<file path="src/rtl/arts_pkg.sv">
// rtl/arts_pkg.sv - shared constants and helpers for the ARTS approximate multiplier
package arts_pkg;

   function automatic int clog2(input int v);
      int r;
      r = 0;
      for (int i = 0; i < 31; i++) begin
         if ((1 << i) < v) begin
            r = i + 1;
         end
      end
      return (r < 1) ? 1 : r;
   endfunction

   // Geometry of the default build (N = 16, W = 2)
   localparam int ARTS_N = 16;
   localparam int ARTS_W = 2;
   localparam int NSEG   = ARTS_N / ARTS_W;
   localparam int KW     = clog2(NSEG);
   localparam int SW     = clog2(2 * NSEG - 1);

   localparam logic FILL_ONES = 1'b0;
   localparam logic FILL_ZERO = 1'b1;

endpackage

</file>
<file path="src/rtl/arts_lsd.sv">
// rtl/arts_lsd.sv - leading non-zero segment detector for one operand
module arts_lsd
   import arts_pkg::*;
#(
   parameter  int N     = 16,
   parameter  int W     = 2,
   localparam int SEGS  = N / W,
   localparam int KBITS = clog2(SEGS)
) (
   input  logic [N-1:0]     x,
   output logic [KBITS-1:0] k,
   output logic [W-1:0]     xh,
   output logic [W-1:0]     xl
);

   // Ascending scan: the last non-zero segment seen wins, i.e. the highest one.
   always_comb begin
      k  = '0;
      xh = x[W-1:0];
      xl = '0;
      for (int i = 1; i < SEGS; i++) begin
         if (x[i*W +: W] != '0) begin
            k  = KBITS'(i);
            xh = x[i*W +: W];
            xl = x[(i-1)*W +: W];
         end
      end
   end

endmodule

</file>
<file path="src/rtl/arts_mult_pipe.sv">
// rtl/arts_mult_pipe.sv - 3-stage pipelined ARTS leading-segment approximate multiplier
module arts_mult_pipe
   import arts_pkg::*;
#(
   parameter  int N     = 16,
   parameter  int W     = 2,
   localparam int SEGS  = N / W,
   localparam int KBITS = clog2(SEGS),
   localparam int SBITS = clog2(2 * SEGS - 1)
) (
   input  logic           clk,
   input  logic           rst,
   input  logic           in_valid,
   output logic           in_ready,
   input  logic [N-1:0]   A,
   input  logic [N-1:0]   B,
   input  logic           mode,
   output logic           out_valid,
   input  logic           out_ready,
   output logic [2*N-1:0] OUT
);

   logic stall;
   logic adv;

   assign stall    = out_valid & ~out_ready;
   assign adv      = ~stall;
   assign in_ready = adv;

   logic [KBITS-1:0] ka_c, kb_c;
   logic [W-1:0]     ah_c, al_c, bh_c, bl_c;

   arts_lsd #(.N(N), .W(W)) u_lsd_a (
      .x  (A),
      .k  (ka_c),
      .xh (ah_c),
      .xl (al_c)
   );

   arts_lsd #(.N(N), .W(W)) u_lsd_b (
      .x  (B),
      .k  (kb_c),
      .xh (bh_c),
      .xl (bl_c)
   );

   logic             v1;
   logic [KBITS-1:0] ka1, kb1;
   logic [W-1:0]     ah1, al1, bh1, bl1;
   logic             md1;

   logic             v2;
   logic [2*W-1:0]   m2;
   logic             z2;
   logic [SBITS-1:0] s2;
   logic             md2;

   logic             c_nxt;
   logic [2*W-1:0]   m_nxt;
   logic             z_nxt;
   logic [SBITS-1:0] s_nxt;

   // Core: product of leading segments plus a rounding term when the next
   // segment of either operand carries its MSB against the other's leading MSB.
   always_comb begin
      c_nxt    = (ah1[W-1] & bl1[W-1]) | (al1[W-1] & bh1[W-1]);
      m_nxt    = ((2*W)'(ah1) * (2*W)'(bh1)) + ((2*W)'(c_nxt) << (W - 1));
      m_nxt[0] = m_nxt[0] | c_nxt;
      z_nxt    = (ah1 != '0) & (bh1 != '0);
      s_nxt    = SBITS'(ka1) + SBITS'(kb1);
   end

   logic [2*N-1:0] asm_nxt;
   int             sh;

   always_comb begin
      sh      = W * int'(s2);
      asm_nxt = '0;
      if (z2) begin
         asm_nxt = (2*N)'(m2) << sh;
         if (md2 == FILL_ONES) begin
            asm_nxt = asm_nxt | ~({(2*N){1'b1}} << sh);
         end
      end
   end

   // Whole pipe advances together; data registers load only behind a valid bit.
   always_ff @(posedge clk or posedge rst) begin
      if (rst) begin
         v1        <= 1'b0;
         ka1       <= '0;
         kb1       <= '0;
         ah1       <= '0;
         al1       <= '0;
         bh1       <= '0;
         bl1       <= '0;
         md1       <= 1'b0;
         v2        <= 1'b0;
         m2        <= '0;
         z2        <= 1'b0;
         s2        <= '0;
         md2       <= 1'b0;
         out_valid <= 1'b0;
         OUT       <= '0;
      end else if (adv) begin
         v1 <= in_valid;
         if (in_valid) begin
            ka1 <= ka_c;
            kb1 <= kb_c;
            ah1 <= ah_c;
            al1 <= al_c;
            bh1 <= bh_c;
            bl1 <= bl_c;
            md1 <= mode;
         end
         v2 <= v1;
         if (v1) begin
            m2  <= m_nxt;
            z2  <= z_nxt;
            s2  <= s_nxt;
            md2 <= md1;
         end
         out_valid <= v2;
         if (v2) begin
            OUT <= asm_nxt;
         end
      end
   end

endmodule

</file>
<file path="config.mk">
export PLATFORM = sky130hd
export DESIGN_NAME = arts_mult_pipe
export DESIGN_NICKNAME = d
export VERILOG_FILES = /design/src/rtl/arts_pkg.sv /design/src/rtl/arts_lsd.sv /design/src/rtl/arts_mult_pipe.sv
export SDC_FILE = /design/constraint.sdc
export NUM_CORES = 1
export LEC_CHECK = 0
export CAP_MARGIN = 10
export CORE_UTILIZATION = 52
export CTS_CLUSTER_SIZE = 12
export DETAILED_ROUTE_END_ITERATION = 6
export GPL_TIMING_DRIVEN = 0
export MAX_ROUTING_LAYER = met4
export PLACE_DENSITY = 0.81
export SETUP_SLACK_MARGIN = 0.02
export SLEW_MARGIN = 25
export SYNTH_ARGS = -nofsm -noshare
export SYNTH_HDL_FRONTEND = slang
export SYNTH_HIERARCHICAL = 1
export SYNTH_SLANG_ARGS = --single-unit
</file>
<file path="constraint.sdc">
create_clock -name clk -period 2.7 [get_ports clk]
set_clock_uncertainty 0.1 [all_clocks]
set_input_delay 0.54 -clock clk [delete_from_list [all_inputs] [get_ports clk]]
set_output_delay 0.54 -clock clk [all_outputs]
set_load 0.1 [all_outputs]
</file>
==> results.yml <==
drt:
  drt_iter0_markers: 211
  via_count: 3001
  wire_per_inst_um: 15.5
  drcViolationCount: 0
  first_pass_iters: 4
  via_per_inst: 5.90
  postRouteAntennaNets: 0
  wl_mm: 7.90
logic_synthesis:
  avgSynthCellArea_um2: 9.61
  yosys_warnings: 6
  synth_nets: 390
  syn_inst: 347
  synth_area_mm2: 0.00334
global_route:
  gr-total-overflow: 0
  grt_usage: 0.267
  grt_start_max_net_pins: 58
  antenna_found_initial: 0
  grt_pass1_vias: 2819
  grt_pass1_wl_mm: 13.1
pwr:
  p_leak_uw: 0.00186
  ir_drop_mv: 0.999
  clock_power_share: 0.128
  power.switching_uw: 2870
  combPwrFrac: 0.601
  power_density_mw_per_mm2: 1230
  switching_share: 0.539
  internal-power_uw: 2450
  pwr-share-seq: 0.271
layout:
  fin_nets: 472
  diodes: 0
  drive_gt1_frac: 0.138
  finalInstanceArea_mm2: 0.00433
  area_delta_synth_final_pct: 29.7
floorplanning:
  core_mm2: 0.00606
  die_w_um: 82.1
  ioPinCount: 71
  die_h_um: 82.1
  rows: 28
  die_area_mm2: 0.00674
  start_util: 0.550
clock_tree:
  clk_pin_slew_ns: 0.06
  cts_buffers: 9
  cts-root-buf: "clkbuf_8"
  clock_latency_ns: 0.34
  clkSinkCount: 58
  clockBufferDepth: 2
  post_cts_buffers: 0
  htreeDepth: 3
  cts_tree: "yes"
timing:
  setup_viol: 0
  tightest_slew_ns: 0.970
  drv_slew: 0
  slew_headroom: 0.351
  fin_crit_ns: 2.49
  fmaxAchievable_mhz: 401
  rsz0062_at_grt: "false"
  timing.final.crit_share: 0.924
  layout_setup_ws_ns: 0.207
  finalHoldViolCount: 0
setup_path:
  critPathCaptureType: "output pin"
  rrSetupSlack_ns: 0.89
  r2r_start: "ah1[1]$_DFFE_PP0P_"
  r2r.worst_path.cells: 4
  startpoint: "OUT[0]$_DFFE_PP0P_"
  path_cells: "clkdlybuf4s50_1"
  path_class: "flop to output pin"
  required_ns: 2.06
  cpPeakStageDelay_ns: 1.15
  critPathTopFamily: "buffers and inverters"
  critPathMaxFanout: 2
  slowest_stage: "clkdlybuf4s50_1"
  cp.arrival_ns: 1.85
  crit_cells: 1
  endpoint: "OUT[0]"
  crit_buf_inv: 1
  r2r_end: "m2[2]$_DFFE_PP0P_"
  crit_path_start_kind: "flop"
place:
  place.gp.congestion: 0.961
  io_buffers: 70
  place_ws_ns: -0.366
  placed_cell_area_mm2: 0.00416
  dp_hpwl_mm: 6.04
hold_path:
  hold_class: "input pin to async pin"
flow_run:
  maxCapViolations: 0
run_status:
  outcome: "completed"
-- flip-flops by register name (all words and copies together), names as in the netlist --
name,cells
z2,1
bh1,2
md1,1
out_valid,1
bl1,1
md2,1
al1,1
v2,1
m2,4
kb1,3
ka1,3
s2,4
v1,1
ah1,2
OUT,32
-- power groups by stage --
stage,Sequential (µW),Combinational [µW],Clock [µW]
after floorplan,2710,1090,0
after global placement,1430,3130,0
after detailed placement,1440,3200,0
after CTS,1430,3200,693
after global routing,1470,3400,733
final,1440,3190,683
-- placed cells by master, fill, tap and decap left out, types with 5 or more instances in the layout --
cell,count
clkbuf_8,10
a221o_1,7
nand2_1,44
buf_2,10
nor2_1,22
a22o_1,11
nor3_1,14
clkdlybuf4s50_1,69
a21oi_1,19
o21ai_0,26
inv_1,16
nor2b_1,13
o22ai_1,5
nand2b_1,5
mux2_2,18
dfrtp_1,58
and2_1,7
o31ai_1,8
-- repair_timing --
action	CTS	global route
endpoints found under the setup margin	1	0
resized for setup	3	0
hold buffers	0	0
-- how the worst min path moves through the flow --
stage,startpoint,end,slack [ns],cells past startpoint
2_1_floorplan,v1$_DFFE_PP0N_,v1$_DFFE_PP0N_,0.35,2
3_3_place_gp,v1$_DFFE_PP0N_,v1$_DFFE_PP0N_,0.36,2
3_5_place_dp,OUT[3]$_DFFE_PP0P_,OUT[3]$_DFFE_PP0P_,0.37,1
4_1_cts,rst,out_valid$_DFFE_PP0N_,0.32,2
5_1_grt,rst,out_valid$_DFFE_PP0N_,0.32,2
6_report,rst,out_valid$_DFFE_PP0N_,0.33,2
-- routing by layer --
| metal | share of wire | wire length, µm | track usage |
|---|---|---|---|
| met5 | 0 | 0 | - |
| met1 | 0.43 | 3360 | 0.318 |
| met4 | 0.016 | 125 | 0.100 |
| met2 | 0.52 | 4130 | 0.444 |
| met3 | 0.037 | 291 | 0.0582 |
-- final cells by class --
type / instances / area, µm²
Sequential cell: 58 / 1450
Buffer: 14 / 77.6
Tap cell: 75 / 93.8
Clock inverter: 3 / 15.0
Clock buffer: 13 / 149
Inverter: 18 / 70.1
Timing Repair Buffer: 71 / 729
Fill cell: 482 / 1740
Multi-Input combinational cell: 257 / 1740
-- per-stage QoR --
step	power [µW]	utilization	TNS [ns]	std cells	hold slack (ns)
2_1_floorplan	3810	-	0	347	0.346
3_3_place_gp	4560	0.681	-18.68	492	0.359
4_1_cts	5320	0.714	0	509	0.321
6_report	5320	0.714	0	509	0.331
5_1_grt	5600	0.714	0	509	0.320
3_5_place_dp	4640	0.686	-0.366	493	0.366
Note: power is estimated with default switching activity, not from simulation.
